==> src/rtl/partial_eval_sequencer.sv <==
// rtl/partial_eval_sequencer.sv - one-shot preload/settle/sample sequencer for an extracted partial circuit
// Optional build macro PEVAL_CHECK_EN adds cmd_expect/rsp_mismatch comparison of the sampled output.
module partial_eval_sequencer #(
  parameter int W_I    = 2,
  parameter int W_R    = 2,
  parameter int N_LIFT = 4,
  parameter int W_O    = 4,
  parameter int CNT_W  = 4
) (
  input  logic              CLK,
  input  logic              ASYNCRESETN,
  input  logic              cmd_valid,
  output logic              cmd_ready,
  input  logic [W_I-1:0]    cmd_i0,
  input  logic [N_LIFT-1:0] cmd_lifted,
  input  logic [W_R-1:0]    cmd_pre0,
  input  logic [W_R-1:0]    cmd_pre1,
  input  logic [CNT_W-1:0]  cmd_cycles,
  output logic [W_I-1:0]    dut_i0,
  output logic [N_LIFT-1:0] dut_lifted,
  output logic [W_R-1:0]    dut_reg0_in,
  output logic [W_R-1:0]    dut_reg1_in,
  input  logic [W_R-1:0]    dut_reg0_out,
  input  logic [W_R-1:0]    dut_reg1_out,
  input  logic [W_O-1:0]    dut_o,
  output logic              rsp_valid,
  input  logic              rsp_ready,
  output logic [W_O-1:0]    rsp_o,
  output logic              busy
`ifdef PEVAL_CHECK_EN
  ,
  input  logic [W_O-1:0]    cmd_expect,
  output logic              rsp_mismatch
`endif
);

  typedef enum logic [2:0] {
    S_IDLE,
    S_PRELOAD,
    S_RUN,
    S_CAPTURE,
    S_RESP
  } state_t;

  state_t             state, state_nxt;
  logic [W_I-1:0]     i0_q;
  logic [N_LIFT-1:0]  lift_q;
  logic [W_R-1:0]     pre0_q, pre1_q;
  logic [CNT_W-1:0]   cnt_q;
  logic [W_O-1:0]     rsp_o_q;
  logic               accept;

  assign accept     = cmd_valid & cmd_ready;
  assign dut_i0     = i0_q;
  assign dut_lifted = lift_q;
  assign rsp_o      = rsp_o_q;

`ifdef PEVAL_CHECK_EN
  logic [W_O-1:0] exp_q;
  logic           mis_q;

  always_ff @(posedge CLK or negedge ASYNCRESETN) begin
    if (!ASYNCRESETN) begin
      exp_q <= '0;
      mis_q <= 1'b0;
    end else begin
      if (accept) exp_q <= cmd_expect;
      if (state == S_CAPTURE) mis_q <= (dut_o != exp_q);
    end
  end

  assign rsp_mismatch = mis_q;
`endif

  // The settle count is loaded at accept; PRELOAD leaves it untouched so RUN sees cmd_cycles.
  always_ff @(posedge CLK or negedge ASYNCRESETN) begin
    if (!ASYNCRESETN) begin
      state   <= S_IDLE;
      i0_q    <= '0;
      lift_q  <= '0;
      pre0_q  <= '0;
      pre1_q  <= '0;
      cnt_q   <= '0;
      rsp_o_q <= '0;
    end else begin
      state <= state_nxt;
      if (accept) begin
        i0_q   <= cmd_i0;
        lift_q <= cmd_lifted;
        pre0_q <= cmd_pre0;
        pre1_q <= cmd_pre1;
        cnt_q  <= cmd_cycles;
      end
      if (state == S_RUN) cnt_q <= cnt_q - 1'b1;
      if (state == S_CAPTURE) rsp_o_q <= dut_o;
    end
  end

  always_comb begin
    state_nxt   = state;
    cmd_ready   = 1'b0;
    rsp_valid   = 1'b0;
    busy        = 1'b1;
    dut_reg0_in = dut_reg0_out;
    dut_reg1_in = dut_reg1_out;
    case (state)
      S_IDLE: begin
        cmd_ready = 1'b1;
        busy      = 1'b0;
        if (cmd_valid) state_nxt = S_PRELOAD;
      end
      S_PRELOAD: begin
        dut_reg0_in = pre0_q;
        dut_reg1_in = pre1_q;
        state_nxt   = (cnt_q != '0) ? S_RUN : S_CAPTURE;
      end
      S_RUN: begin
        dut_reg0_in = pre0_q;
        dut_reg1_in = pre1_q;
        if (cnt_q == CNT_W'(1)) state_nxt = S_CAPTURE;
      end
      S_CAPTURE: begin
        dut_reg0_in = pre0_q;
        dut_reg1_in = pre1_q;
        state_nxt   = S_RESP;
      end
      S_RESP: begin
        rsp_valid = 1'b1;
        if (rsp_ready) state_nxt = S_IDLE;
      end
      default: state_nxt = S_IDLE;
    endcase
  end

endmodule

==> config.mk <==
export PLATFORM = sky130hd
export DESIGN_NAME = partial_eval_sequencer
export DESIGN_NICKNAME = d
export VERILOG_FILES = /design/src/rtl/partial_eval_sequencer.sv
export SDC_FILE = /design/constraint.sdc
export NUM_CORES = 1
export LEC_CHECK = 0
export BUFFER_PORTS_ARGS = -buffer_cell sky130_fd_sc_hd__buf_2
export CAP_MARGIN = 10
export CORE_MARGIN = 4
export CORE_UTILIZATION = 47
export DETAILED_ROUTE_END_ITERATION = 12
export PLACE_DENSITY = 0.81
export SLEW_MARGIN = 0
export SYNTH_ARGS = -nofsm -noshare
export SYNTH_HDL_FRONTEND = slang
export SYNTH_SLANG_ARGS = --single-unit
export TNS_END_PERCENT = 50
==> constraint.sdc <==
create_clock -name CLK -period 1.74 [get_ports CLK]
set_input_delay 0.435 -clock CLK [delete_from_list [all_inputs] [get_ports CLK]]
set_output_delay 0.435 -clock CLK [all_outputs]
set_load 0.1 [all_outputs]
After elaboration in Yosys (flattened, before gate mapping)
Cells that the tools add are included.
Cells by class
  reduce and logical (&&, ||, !) cells: 5
  eq/ne operators: 8
  $mul: 0
  bitwise logic cells: 1
  magnitude comparators: 0
  shifts and indexed selects: 0
  $add $sub $neg: 1
  div/mod/pow operators: 0
  muxes and demuxes: 12
Operator list (count)
  $pmux 3 s5: 1
  $mux 3: 3
  $mux 4: 2
  $eq 3x2->1 const B: 2
  $eq 4x1->1 const B: 1
  $mux 1: 4
  $mux 2: 2
  $ne 2x2->1 const B: 2
  $reduce_bool 4->1: 1
  $sub 4x1->4 const B: 1
  $eq 3x1->1 const B: 1
  $eq 3x3->1 const B: 1
  $logic_not 3->1: 1
  $reduce_and 3->1: 1
  $reduce_or 3->1: 1
  $ne 2x1->1 const B: 1
  $reduce_bool 2->1: 1
  $and 1x1->1: 1
Storage, ports and cells
  memories kept: 0
  latch bits: 0
  memory bits (writable): 0
  bits of input ports: 26
  logic and storage cells: 34
  output and inout bits: 17
  bits in read-only memories: 0
  bits in registers: 21

Longest topological paths before layout
  word-level depth: 5
  mapped depth: 5
  mapped depth without buffers: 5

Worst setup path before layout
Ideal clock, no wire load.
  path kind: register -> output
  from: reg state[1]
  to: out cmd_ready
  buffers on the path: 1
  setup slack: -0.802 ns
  arrival: 2.107 ns
  data required time: 1.305 ns
  cell stages (with the launch flop): 4
  path through: dfrtp_1 > buf_2 > or3_1 > inv_1
On the way
  longest elaborated chain between the ends: 2
Ends and longest elaborated chain
  start: declaration: RTL line 45  | state_t state, state_nxt;
  start signal: assignment: RTL line 86  | state <= state_nxt;
  $logic_not 3->1: RTL line 106  | case (state)
  $mux 1: RTL line 106
  end: declaration: RTL line 13  | output logic cmd_ready,
No other way between the ends.

Worst setup path in the final report
  from: reg state[1]
  to: out dut_reg0_in[1]
On the way
  longest elaborated chain between the ends: 3
  elaborated cells between the ends (all ways): 5
  classes of those cells: eq/ne (3); mux (1); reduce/logical (1)
Ends and longest elaborated chain
  $eq 3x2->1 / $eq 3x1->1 (equally long branches): RTL line 106
  $reduce_or 3->1 (no source line) (*)
  $mux 2 (*): RTL line 106
  end: declaration: RTL line 21  | output logic [W_R-1:0] dut_reg0_in,
Mark *: on every way between the ends. The rest lies on a longest branch, timed or not.

==> flow_summary_export.csv <==
group,metric,value,unit
yosys,postSynthAreaPerCell,12.2,sq um
yosys,netlist_instances,89,
grt,grt.total_usage,16.7,%
sta,rsz0062_at_grt,"yes",
routing,drt_pass1_iterations,4,
sta,setup_viol,7,
place,place_inst,160,
cells_and_area,instances_no_fill,168,
sta,final_hold_viol_count,0,
routing,drtIter0Drc,13,
worst_setup_path,r2r_end,"pre0_q[0]",
routing,routed_wl,2570,um
cts,root_buffer,"clkbuf_4",
place,placed_area,1440,sq um
yosys,synth_seq_area_share,48.6,%
routing,num_vias,882,
sta,slew_headroom,66.3,%
yosys,yosysUniqueCellTypes,27,
place,io_buffers,42,
outcome,status,"finished with violations",
sta,period_needed,2.00,ns
sta,finalClockSkew,0.00524,ns
worst_setup_path,crit_type,"flip-flop to output pin",
place,hpwl,1870,um
sta,setup_slack,-0.257,ns
grt,grt_first_pass_wirelength,4150,um
worst_hold_path,holdCritPathClass,"input pin to async pin",
routing,ant_nets,0,
worst_setup_path,cp_max_fo,4,
sta,period_share,115,%
grt,grt_max_degree,22,
cts,cts-htree-levels,1,
worst_setup_path,critical_path.max_stage_delay,0.43,ns
cells_and_area,syn_to_final_growth,41.0,%
floorplan,fp.dieH,56.0,um
worst_setup_path,critPathLaunch,"state[1]",
routing,drc,0,
yosys,yosys_warnings,0,
yosys,synthTopCellsByArea,"dfrtp_1 49%, mux2_2 15%, mux2_4 5.5%",
floorplan,fp.dieArea,3130,sq um
cells_and_area,mostFrequentLayoutCells,"35 x buf_2, 21 x dfrtp_1, 14 x mux2_2",
cts,clk_latency,0.30,ns
yosys,synth_seq_cells,21,
worst_setup_path,crit_chain,"nor2_2 > or2_4 > mux2_4 > buf_12",
floorplan,row_count,17,
cells_and_area,fillCellCount,170,
cts,ctsHoldBuffers,0,
worst_setup_path,crit_slowest_cell,"dfrtp_1",
job,maxCapViolCount,0,
floorplan,start_util,48.9,%
floorplan,io_pins,43,
worst_setup_path,worstPathRequired,1.30,ns
yosys,synth_enable_flop_cells,0,
cts,clkTransAtPathRegs,0.12,ns
floorplan,core_area,2210,sq um
sta,tightest_slew,0.509,ns
yosys,async_reset_ff_share,100,%
grt,grt_pass1_vias,934,
yosys,yosys.area.top_type,"dfrtp_1",
cells_and_area,layout_commonest_cell,"buf_2",
yosys,syn_nets,117,
cells_and_area,nets,169,
cts,cts.path.max_buffers,2,
yosys,ys.flop_type,"dfrtp_1",
floorplan,dieWidth,56.0,um
cells_and_area,fin_area,1530,sq um
yosys,yosysTopAreaCellShare,48.6,%
worst_setup_path,ff2ff_path_depth,5,
worst_setup_path,worst_ep_arrival_time,1.56,ns
cts,cts-buffers-inserted,3,
grt,antenna_found_initial,0,
outcome,violations,"negative setup slack",
routing,viasPerCell,5.25,
sta,hold_ws,0.0556,ns
cells_and_area,n_antenna_cell,0,
cts,tritoncts,"built",
routing,wl_per_cell,15.3,um
sta,drv_slew,0,
place,gp_congestion,0.786,
worst_setup_path,worstSetupEndpointType,"output pin",
yosys,mappedNetlistArea,1080,sq um
sta,fmax,501,MHz
worst_setup_path,critPathLaunchType,"flip-flop",
worst_setup_path,worstReg2RegStart,"state[2]",
cts,cts.sinks,21,
cells_and_area,drive_gt1_share,60.7,%
grt,overflow,0,
sta,setup_tns,-1.54,ns
worst_setup_path,r2r_slack,0.02,ns
[how the worst max path moves through the flow]
| stage | to | slack, ns | cells after the start |
|---|---|---|---|
| 2_1_floorplan | cmd_ready | -0.19 | 3 |
| 4_1_cts | dut_reg0_in[1] | -0.23 | 4 |
| 3_3_place_gp | dut_reg1_in[1] | 0.07 | 4 |
| 6_report | dut_reg0_in[1] | -0.26 | 4 |
| 3_5_place_dp | dut_reg0_in[1] | 0.03 | 4 |
| 5_1_grt | dut_reg0_in[1] | -0.31 | 4 |
[cell families (layout without fill, tap and decap cells)]
| logic type | count (synthesis) | count (layout) | synth area share (%) |
|---|---|---|---|
| buffers and inverters | 12 | 63 | 7.05 |
| xor gates and xnor gates | 1 | 1 | 0.809 |
| DFF | 21 | 21 | 48.6 |
| adders and majority gates | 2 | 2 | 2.31 |
| and+or+nand+nor | 22 | 22 | 12.6 |
| muxes | 18 | 18 | 20.1 |
| AOI/OAI and AO/OA | 13 | 13 | 8.56 |
[worst max-delay path: cells and delay by family, from the launching register on]
kind / cells / cell delay [ns]
mux: 1 / 0.32
simple gates: 2 / 0.34
buf+inv: 1 / 0.17
flops: 1 / 0.43
[per-layer routing]
metal	vias to the layer above	track usage [%]	part of all wire [%]
li1	413	-	-
met1	433	19.1	40
met2	30	29.4	52
met3	6	3.02	5.6
met4	0	8.47	2.5
met5	-	0	0
[synthesized netlist by cell type, drive strengths merged (2+ instances only)]
library cell and number:
a21oi 3, a221oi 3, buf 5, dfrtp 21, ha 2, inv 7, mux2 18, nand2 4
nand3 2, nand3b 2, nor2 5, o21ai 4, or2 3
[registers in the layout (all words and copies together), names as in the netlist]
| register | flops |
|---|---|
| pre1_q | 2 |
| cnt_q | 4 |
| dut_i0 | 2 |
| pre0_q | 2 |
| dut_lifted | 4 |
| state | 3 |
| rsp_o | 4 |
[what timing repair did]
item | 4_1_cts | 5_1_grt
gates resized for setup | 8 | 3
gates cloned | 0 | 0
buffers inserted | 2 | 2
pin swaps | 3 | 3
endpoints found under the setup margin | 7 | 7
[cell type report]
cell class                 instances  area [sq um]  share of cell area (%)
sequential                        21           526                    34.4
multi-input combinational         56           500                    32.8
timing repair buffer              52           405                    26.6
inverter                           7          32.5                    2.13
clock inverter                     1          5.00                   0.328
clock buffer                       3          22.5                    1.48
tap                               28          35.0                    2.30
[through the flow]
stage          utilization, %  setup slack [ns]
3_3_place_gp             64.9            0.0672
3_5_place_dp             64.9            0.0312
2_1_floorplan               -            -0.192
6_report                 69.0            -0.257
5_1_grt                  69.0            -0.310
4_1_cts                  67.9            -0.226
Power is left out: the tool's default activity adds up to more than one toggle a clock period on the data nets, which glitch-free logic cannot reach.
